===== src/rtl/mdu_iterative.sv =====
// mdu_iterative: 32-cycle shift-add multiply / restoring divide unit
// holding the architectural HI/LO registers, with MTHI/MTLO writes.
module mdu_iterative #(
   parameter int WIDTH = 32
) (
   input  logic             clk,
   input  logic             reset,
   input  logic             start,
   input  logic [1:0]       op,
   input  logic [WIDTH-1:0] a,
   input  logic [WIDTH-1:0] b,
   input  logic             mthi,
   input  logic             mtlo,
   input  logic [WIDTH-1:0] wd,
   output logic             busy,
   output logic             done,
   output logic [WIDTH-1:0] hi,
   output logic [WIDTH-1:0] lo
);

   localparam int CW = $clog2(WIDTH);

   typedef enum logic [1:0] {
      IDLE,
      CALC,
      FIX
   } state_t;

   state_t             state;
   logic [CW-1:0]      cnt;
   logic [2*WIDTH-1:0] acc;
   logic [WIDTH-1:0]   m;
   logic               sa;
   logic               sb;
   logic               is_div;
   logic               dz;

   logic               sgn_a;
   logic               sgn_b;
   logic [WIDTH-1:0]   mag_a;
   logic [WIDTH-1:0]   mag_b;
   logic [WIDTH:0]     mul_sum;
   logic [WIDTH:0]     div_trial;
   logic               q_bit;
   logic [WIDTH-1:0]   div_rem;
   logic [2*WIDTH-1:0] prod;
   logic [WIDTH-1:0]   quo;
   logic [WIDTH-1:0]   rem;

   always_comb begin
      sgn_a = ~op[0] & a[WIDTH-1];
      sgn_b = ~op[0] & b[WIDTH-1];
      mag_a = sgn_a ? -a : a;
      mag_b = sgn_b ? -b : b;
   end

   // mul: acc = {partial, multiplier}; div: acc = {remainder, dividend/quotient}
   always_comb begin
      mul_sum   = {1'b0, acc[2*WIDTH-1:WIDTH]}
                + (acc[0] ? {1'b0, m} : {(WIDTH+1){1'b0}});
      div_trial = {acc[2*WIDTH-1:WIDTH], acc[WIDTH-1]} - {1'b0, m};
      q_bit     = ~div_trial[WIDTH];
      div_rem   = q_bit ? div_trial[WIDTH-1:0]
                        : acc[2*WIDTH-2:WIDTH-1];
   end

   always_comb begin
      prod = (sa ^ sb) ? -acc : acc;
      quo  = (sa ^ sb) ? -acc[WIDTH-1:0] : acc[WIDTH-1:0];
      if (dz) quo = '1;
      rem  = sa ? -acc[2*WIDTH-1:WIDTH] : acc[2*WIDTH-1:WIDTH];
   end

   always_ff @(posedge clk) begin
      if (reset) begin
         state  <= IDLE;
         cnt    <= '0;
         acc    <= '0;
         m      <= '0;
         sa     <= 1'b0;
         sb     <= 1'b0;
         is_div <= 1'b0;
         dz     <= 1'b0;
         busy   <= 1'b0;
         done   <= 1'b0;
         hi     <= '0;
         lo     <= '0;
      end else begin
         done <= 1'b0;
         case (state)
            IDLE: begin
               if (start) begin
                  state  <= CALC;
                  busy   <= 1'b1;
                  cnt    <= CW'(WIDTH - 1);
                  sa     <= sgn_a;
                  sb     <= sgn_b;
                  is_div <= op[1];
                  dz     <= op[1] & (b == '0);
                  if (op[1]) begin
                     acc <= {{WIDTH{1'b0}}, mag_a};
                     m   <= mag_b;
                  end else begin
                     acc <= {{WIDTH{1'b0}}, mag_b};
                     m   <= mag_a;
                  end
               end else begin
                  if (mthi) hi <= wd;
                  if (mtlo) lo <= wd;
               end
            end
            CALC: begin
               if (is_div)
                  acc <= {div_rem, acc[WIDTH-2:0], q_bit};
               else
                  acc <= {mul_sum, acc[WIDTH-1:1]};
               cnt <= cnt - 1'b1;
               if (cnt == '0) state <= FIX;
            end
            FIX: begin
               state <= IDLE;
               busy  <= 1'b0;
               done  <= 1'b1;
               if (is_div) begin
                  hi <= rem;
                  lo <= quo;
               end else begin
                  hi <= prod[2*WIDTH-1:WIDTH];
                  lo <= prod[WIDTH-1:0];
               end
            end
            default: state <= IDLE;
         endcase
      end
   end

endmodule


===== config.mk =====
export PLATFORM = sky130hd
export DESIGN_NAME = mdu_iterative
export DESIGN_NICKNAME = d
export VERILOG_FILES = /design/src/rtl/mdu_iterative.sv
export SDC_FILE = /design/constraint.sdc
export NUM_CORES = 1
export LEC_CHECK = 0
export CELL_PAD_IN_SITES_DETAIL_PLACEMENT = 0
export CELL_PAD_IN_SITES_GLOBAL_PLACEMENT = 2
export CORE_AREA = 2 2 205 207
export CTS_CLUSTER_DIAMETER = 50
export CTS_CLUSTER_SIZE = 24
export DETAILED_ROUTE_END_ITERATION = 10
export DIE_AREA = 0 0 207 209
export GPL_ROUTABILITY_DRIVEN = 1
export PLACE_DENSITY = 0.85
export SYNTH_ARGS = -nofsm -noshare
export SYNTH_HDL_FRONTEND = slang
export SYNTH_SLANG_ARGS = --single-unit
export TNS_END_PERCENT = 20

===== constraint.sdc =====
create_clock -name clk -period 8.8 [get_ports clk]
set_input_delay 0.88 -clock clk [delete_from_list [all_inputs] [get_ports clk]]
set_output_delay 0.88 -clock clk [all_outputs]
set_load 0.02 [all_outputs]

Yosys cells after proc, flatten, opt, wreduce, memory -nomap -nowiden. Index checks and enable logic that the tools add are counted.

Flip-flop bits (word level): 173. Bits in latches: 0. Memory bits (writable): 0. Memory bits (read-only): 0. Input port bits: 103. Output and inout bits: 66. Word-level logic and storage cells: 73. Memories: 0.

$add $sub $neg: 8. $mul: 0. Div/mod/pow operators: 0. Magnitude comparators: 0. Equality and inequality tests: 7. Shift operators: 0. Muxes and demuxes: 29. Bitwise operators: 6. Reductions and logical operators: 11.

Operators by type and width (number): $mux W32 (15); $mux W64 (3); $neg A32 Y32 (4); $pmux W32 S2 (2); $pmux W64 S2 (1); $neg A64 Y64 (1); $add A32 B32 Y33 (1); $sub A33 B32 Y33 (1); $logic_not A32 Y1 (1); $ne A2 B2 Y1 const B (5); $pmux W5 S2 (1); $reduce_and A2 Y1 (4); $reduce_and A3 Y1 (2); $logic_not A5 Y1 (1); $mux W5 (1); $sub A5 B1 Y5 const B (1); $mux W2 (2); $pmux W2 S2 (1); $reduce_bool A2 Y1 (2); $and A1 B1 Y1 (3); $eq A2 B1 Y1 const B (1); $eq A2 B2 Y1 const B (1); $logic_not A2 Y1 (1); $mux W1 (2); other kinds (3) (4).

Logic depth before layout (Yosys ltp).
Depth in word-level cells: 6. Depth in mapped cells: 15. Mapped depth without buffers: 13.

Least setup slack after synthesis. Ideal clock, no wire load.

Kind: input-to-reg. Start point: input port b[13]. End point: register acc[25]. Setup time: 0.122 ns. Data arrival time: 3.397 ns. Required time: 8.678 ns. Setup slack: 5.281 ns. Stages: 8. Buffers on the path: 0. Cells stage by stage: or4_4 > or4b_4 > or4_4 > or2_4 > o21ai_1 > xor2_1 > mux2i_1 > a221o_1.

Longest elaborated chain between the ends: 5.

RTL lines: start, declared (line 11) `input logic [WIDTH-1:0] b,`; $neg A32 Y32 (line 54) `mag_b = sgn_b ? -b : b;`; $mux W32 (line 54); $mux W32 (line 100) `if (op[1]) begin`; $mux W64 (line 92) `if (start) begin`; $pmux W64 S2 (line 90) `case (state)`; end signal, assigned (line 101) `acc <= {{WIDTH{1'b0}}, mag_a};`; end signal, assigned (line 104) `acc <= {{WIDTH{1'b0}}, mag_b};`; end signal, assigned (line 114) `acc <= {div_rem, acc[WIDTH-2:0], q_bit};`; end, declared (line 31) `logic [2*WIDTH-1:0] acc;`.

No other way between the ends. The select of a mux whose other input is x is not followed. A chain may end at the register's enable or synchronous reset.

Worst setup path after layout.
Start point: register acc[31]. End point: register acc[63].

Longest elaborated chain between the ends: 4.

RTL lines: $sub A33 B32 Y33 (line 61) `div_trial = {acc[2*WIDTH-1:WIDTH], acc[WIDTH-1]} - {1'b0, m};`; $mux W32 (line 63) `div_rem = q_bit ? div_trial[WIDTH-1:0]`; $mux W64 (line 113) `if (is_div)`; $pmux W64 S2 (line 90).

No other way between the ends.

==> summary.txt <==
Die
  • Initial core utilization: 0.355
  • Chip Height: 209 um
  • Site row count: 75
  • Core area: 41,300 um^2
  • # IOs: ~170
  • Die Wd: 207 um
  • Area of the die: 43,300 um^2

Synthesis
  • Register area share after synthesis: 0.236
  • Avg Cell Area, Syn: 7.25 um^2
  • #FFs+latches synth: 173
  • Asr flop ratio synth: 0
  • Post-Syn Area: between 10,000 and 15,000 um^2
  • Number of enable flip-flop cells after synthesis: 0
  • Synth warnings: 0
  • Synth unique cells: between 80 and 90
  • Net Count, Synth: roughly 2,200
  • Most used DFF post-synth: dfxtp_1
  • Synth Instances: 2,019

Timing
  • Fin. max-slew vios: 0
  • Final hold vios: 0
  • RSZ-0062 raised after global routing: no
  • TNS Setup: 0 ns
  • Final period util: 0.509
  • Fmax: 0.223 GHz
  • Max-Slew Margin vs Limit: 0.211
  • Post-route minimum period: approximately 4.5 ns
  • Final Setup Violations: 0
  • Worst-margin pin slew: between 1 and 1.5 ns
  • Clock Skews: around 0.014 ns

Drt
  • Vias after detailed routing: 15,800
  • DR vias/cell: 5.95
  • First-iteration detailed-routing DRC count: 1,251
  • Initial DRT Pass Iterations: 7
  • Final antenna-violating net count: 0
  • DRT Wirelength: 60,900 um
  • # DRC: 0
  • WL/cell: between 20 and 25 um

Flow run
  • Max Cap Viol: 0

Final layout
  • Post-route cell area: 17,300 um^2
  • # diodes: 0
  • Nets: 2,272
  • Fill count: 4,367
  • Util after Layout: 0.420
  • Fraction of layout cells with a size suffix above 1: 0.0464
  • Area delta synth->final: 18.3%

Clocking
  • Clock Tree Root: clkbuf_16
  • Clock buffer count from CTS: 17
  • Setup Buffers After CTS: 0
  • Worst-skew pair later-pin latency: 0.46 ns
  • CTS tree: yes
  • Worst-path clk slew: 0.08 ns
  • # resized after CTS: 0
  • CTS H-tree lvls: 4
  • CTS Buffer Depth: 2
  • Hold buffer count at cts: 0
  • # clock sinks: 173

Global routing
  • Vias in the first global route: 14,600
  • Initial antenna violation count: 0
  • Gr usage total: 0.272
  • First-pass GRT wire length: 91,100 um
  • Total grt overflow: 0
  • Largest net degree at the start of global routing: 76

Placed design
  • Buffers on Ports: around 170
  • Post-placement cell area: 16,700 um^2
  • DP Wirelength: 47,100 um
  • Placer Congestion: 1.00

Power
  • Leak: 6.40 nW
  • Maximum vdd drop: 0.130 mV
  • Cell Pwr Density: 165 nW/um^2

Worst setup path
  • Critical Path AT: approximately 4.9 ns
  • Critical path endpoint category: flop
  • CP Max Fanout: 19
  • CP Class: reg -> reg
  • WP data required: 9.19 ns
  • Startpoint types: flop

Worst hold path
  • HP Class: reg -> reg

Outcome
  • Status: finished clean
## routing by layer
layer | share of wire | vias to the layer above | GRT usage
li1 | - | 7557 | -
met1 | 0.46 | 7540 | 0.376
met5 | 0 | - | 0
met2 | 0.45 | 559 | 0.427
met4 | 0.035 | 0 | 0.102
met3 | 0.059 | 97 | 0.0412
## critical path: stages (launching register included)
cell and delay [ns]:
dfxtp_1 0.42, inv_1 0.11, ha_1 0.24, fa_1 0.38, nand2b_1 0.18, a21o_1 0.20
a211oi_1 0.27, o21ai_0 0.17, a2111oi_1 0.69, nor3_1 0.09, buf_4 0.22, nor2_2 0.89
nand4_1 0.26, a41oi_1 0.28
## worst paths after layout
check / depth (start not counted) / slack [ns] / end / from
max: 13 / 4.32 / acc[63] / acc[31]
min: 2 / 0.45 / m[14] / m[14]
max reg2reg: 13 / 4.32 / acc[63] / acc[31]
min reg2reg: 2 / 0.45 / m[14] / m[14]
## cells in the final DEF, fill, tap and decap left out, types with 14 or more instances in the layout
cell,instances
a21oi_1,226
nor2_1,224
nand2_1,216
dfxtp_1,172
clkdlybuf4s50_1,166
o21ai_0,112
xnor2_1,88
xor2_1,76
inv_1,71
ha_1,70
a211oi_1,67
nor3_1,56
mux2i_1,44
o221ai_1,40
o211ai_1,37
nand3_1,29
buf_4,24
a31oi_1,23
a21o_1,22
o31ai_1,19
or3_1,18
o21a_1,17
clkbuf_16,17
nand2b_1,15
nand4_1,14
## cell families after synthesis
| family | count (synthesis) | share of synthesized area |
|---|---|---|
| compound gates | 687 | 0.305 |
| simple gates | 668 | 0.210 |
| buf+inv | 205 | 0.0530 |
| flops | 173 | 0.236 |
| xor+xnor | 166 | 0.0993 |
| fa+ha+maj | 72 | 0.0625 |
| mux | 48 | 0.0331 |
## metrics by stage
step / cells / total power [mW] / hold WS (ns) / worst slack (ns)
2_1_floorplan: 2019 / 1.61 / 0.432 / 5.28
3_3_place_gp: 2617 / 2.01 / 0.440 / 4.48
3_5_place_dp: 2617 / 2.01 / 0.445 / 4.38
4_1_cts: 2649 / 2.84 / 0.454 / 4.36
5_1_grt: 2649 / 2.98 / 0.471 / 3.93
6_report: 2649 / 2.85 / 0.454 / 4.32
## flip-flops by register name (all words and copies together), names as in the netlist
| register | cells |
|---|---|
| is_div | 1 |
| hi | 32 |
| cnt | 5 |
| acc | 64 |
| sa | 1 |
| m | 32 |
| done | 1 |
| sb | 1 |
| busy | 1 |
| dz | 1 |
| state | 2 |
| lo | 32 |
## cell usage after synthesis, drive strengths merged (15+ instances only)
cell	count	area [um^2]
a211oi	67	503
a21o	22	165
a21oi	226	1130
a31oi	23	144
buf	20	81.3
clkbuf	112	420
dfxtp	173	3460
ha	70	876
inv	71	267
mux2i	44	440
nand2	216	811
nand2b	15	93.8
nand3	29	145
nor2	227	855
nor3	57	290
o211ai	38	290
o21a	17	128
o21ai	117	586
o221ai	40	350
o31ai	20	155
or3	19	124
or4	18	158
xnor2	90	788
xor2	76	666
## power by group
| group | switching, mW | total, mW | leakage, nW | internal [mW] |
|---|---|---|---|---|
| logic | 0.670 | 1.07 | 4.68 | 0.400 |
| registers | 0.0951 | 0.943 | 1.42 | 0.848 |
| clock network | 0.377 | 0.839 | 0.304 | 0.462 |
| total | 1.14 | 2.85 | 6.40 | 1.71 |
## layout make-up
| class | instances | area, um^2 | share of cell area |
|---|---|---|---|
| clock buffers | 19 | 443 | 0.0256 |
| clock inverters | 13 | 176 | 0.0102 |
| inverters | 73 | 274 | 0.0158 |
| multi-input cells | 1641 | 10500 | 0.603 |
| flip-flops and latches | 173 | 3460 | 0.200 |
| well taps | 539 | 674 | 0.0389 |
| repair buffers | 191 | 1850 | 0.107 |
No activity file was read; power rests on OpenSTA's default activity.
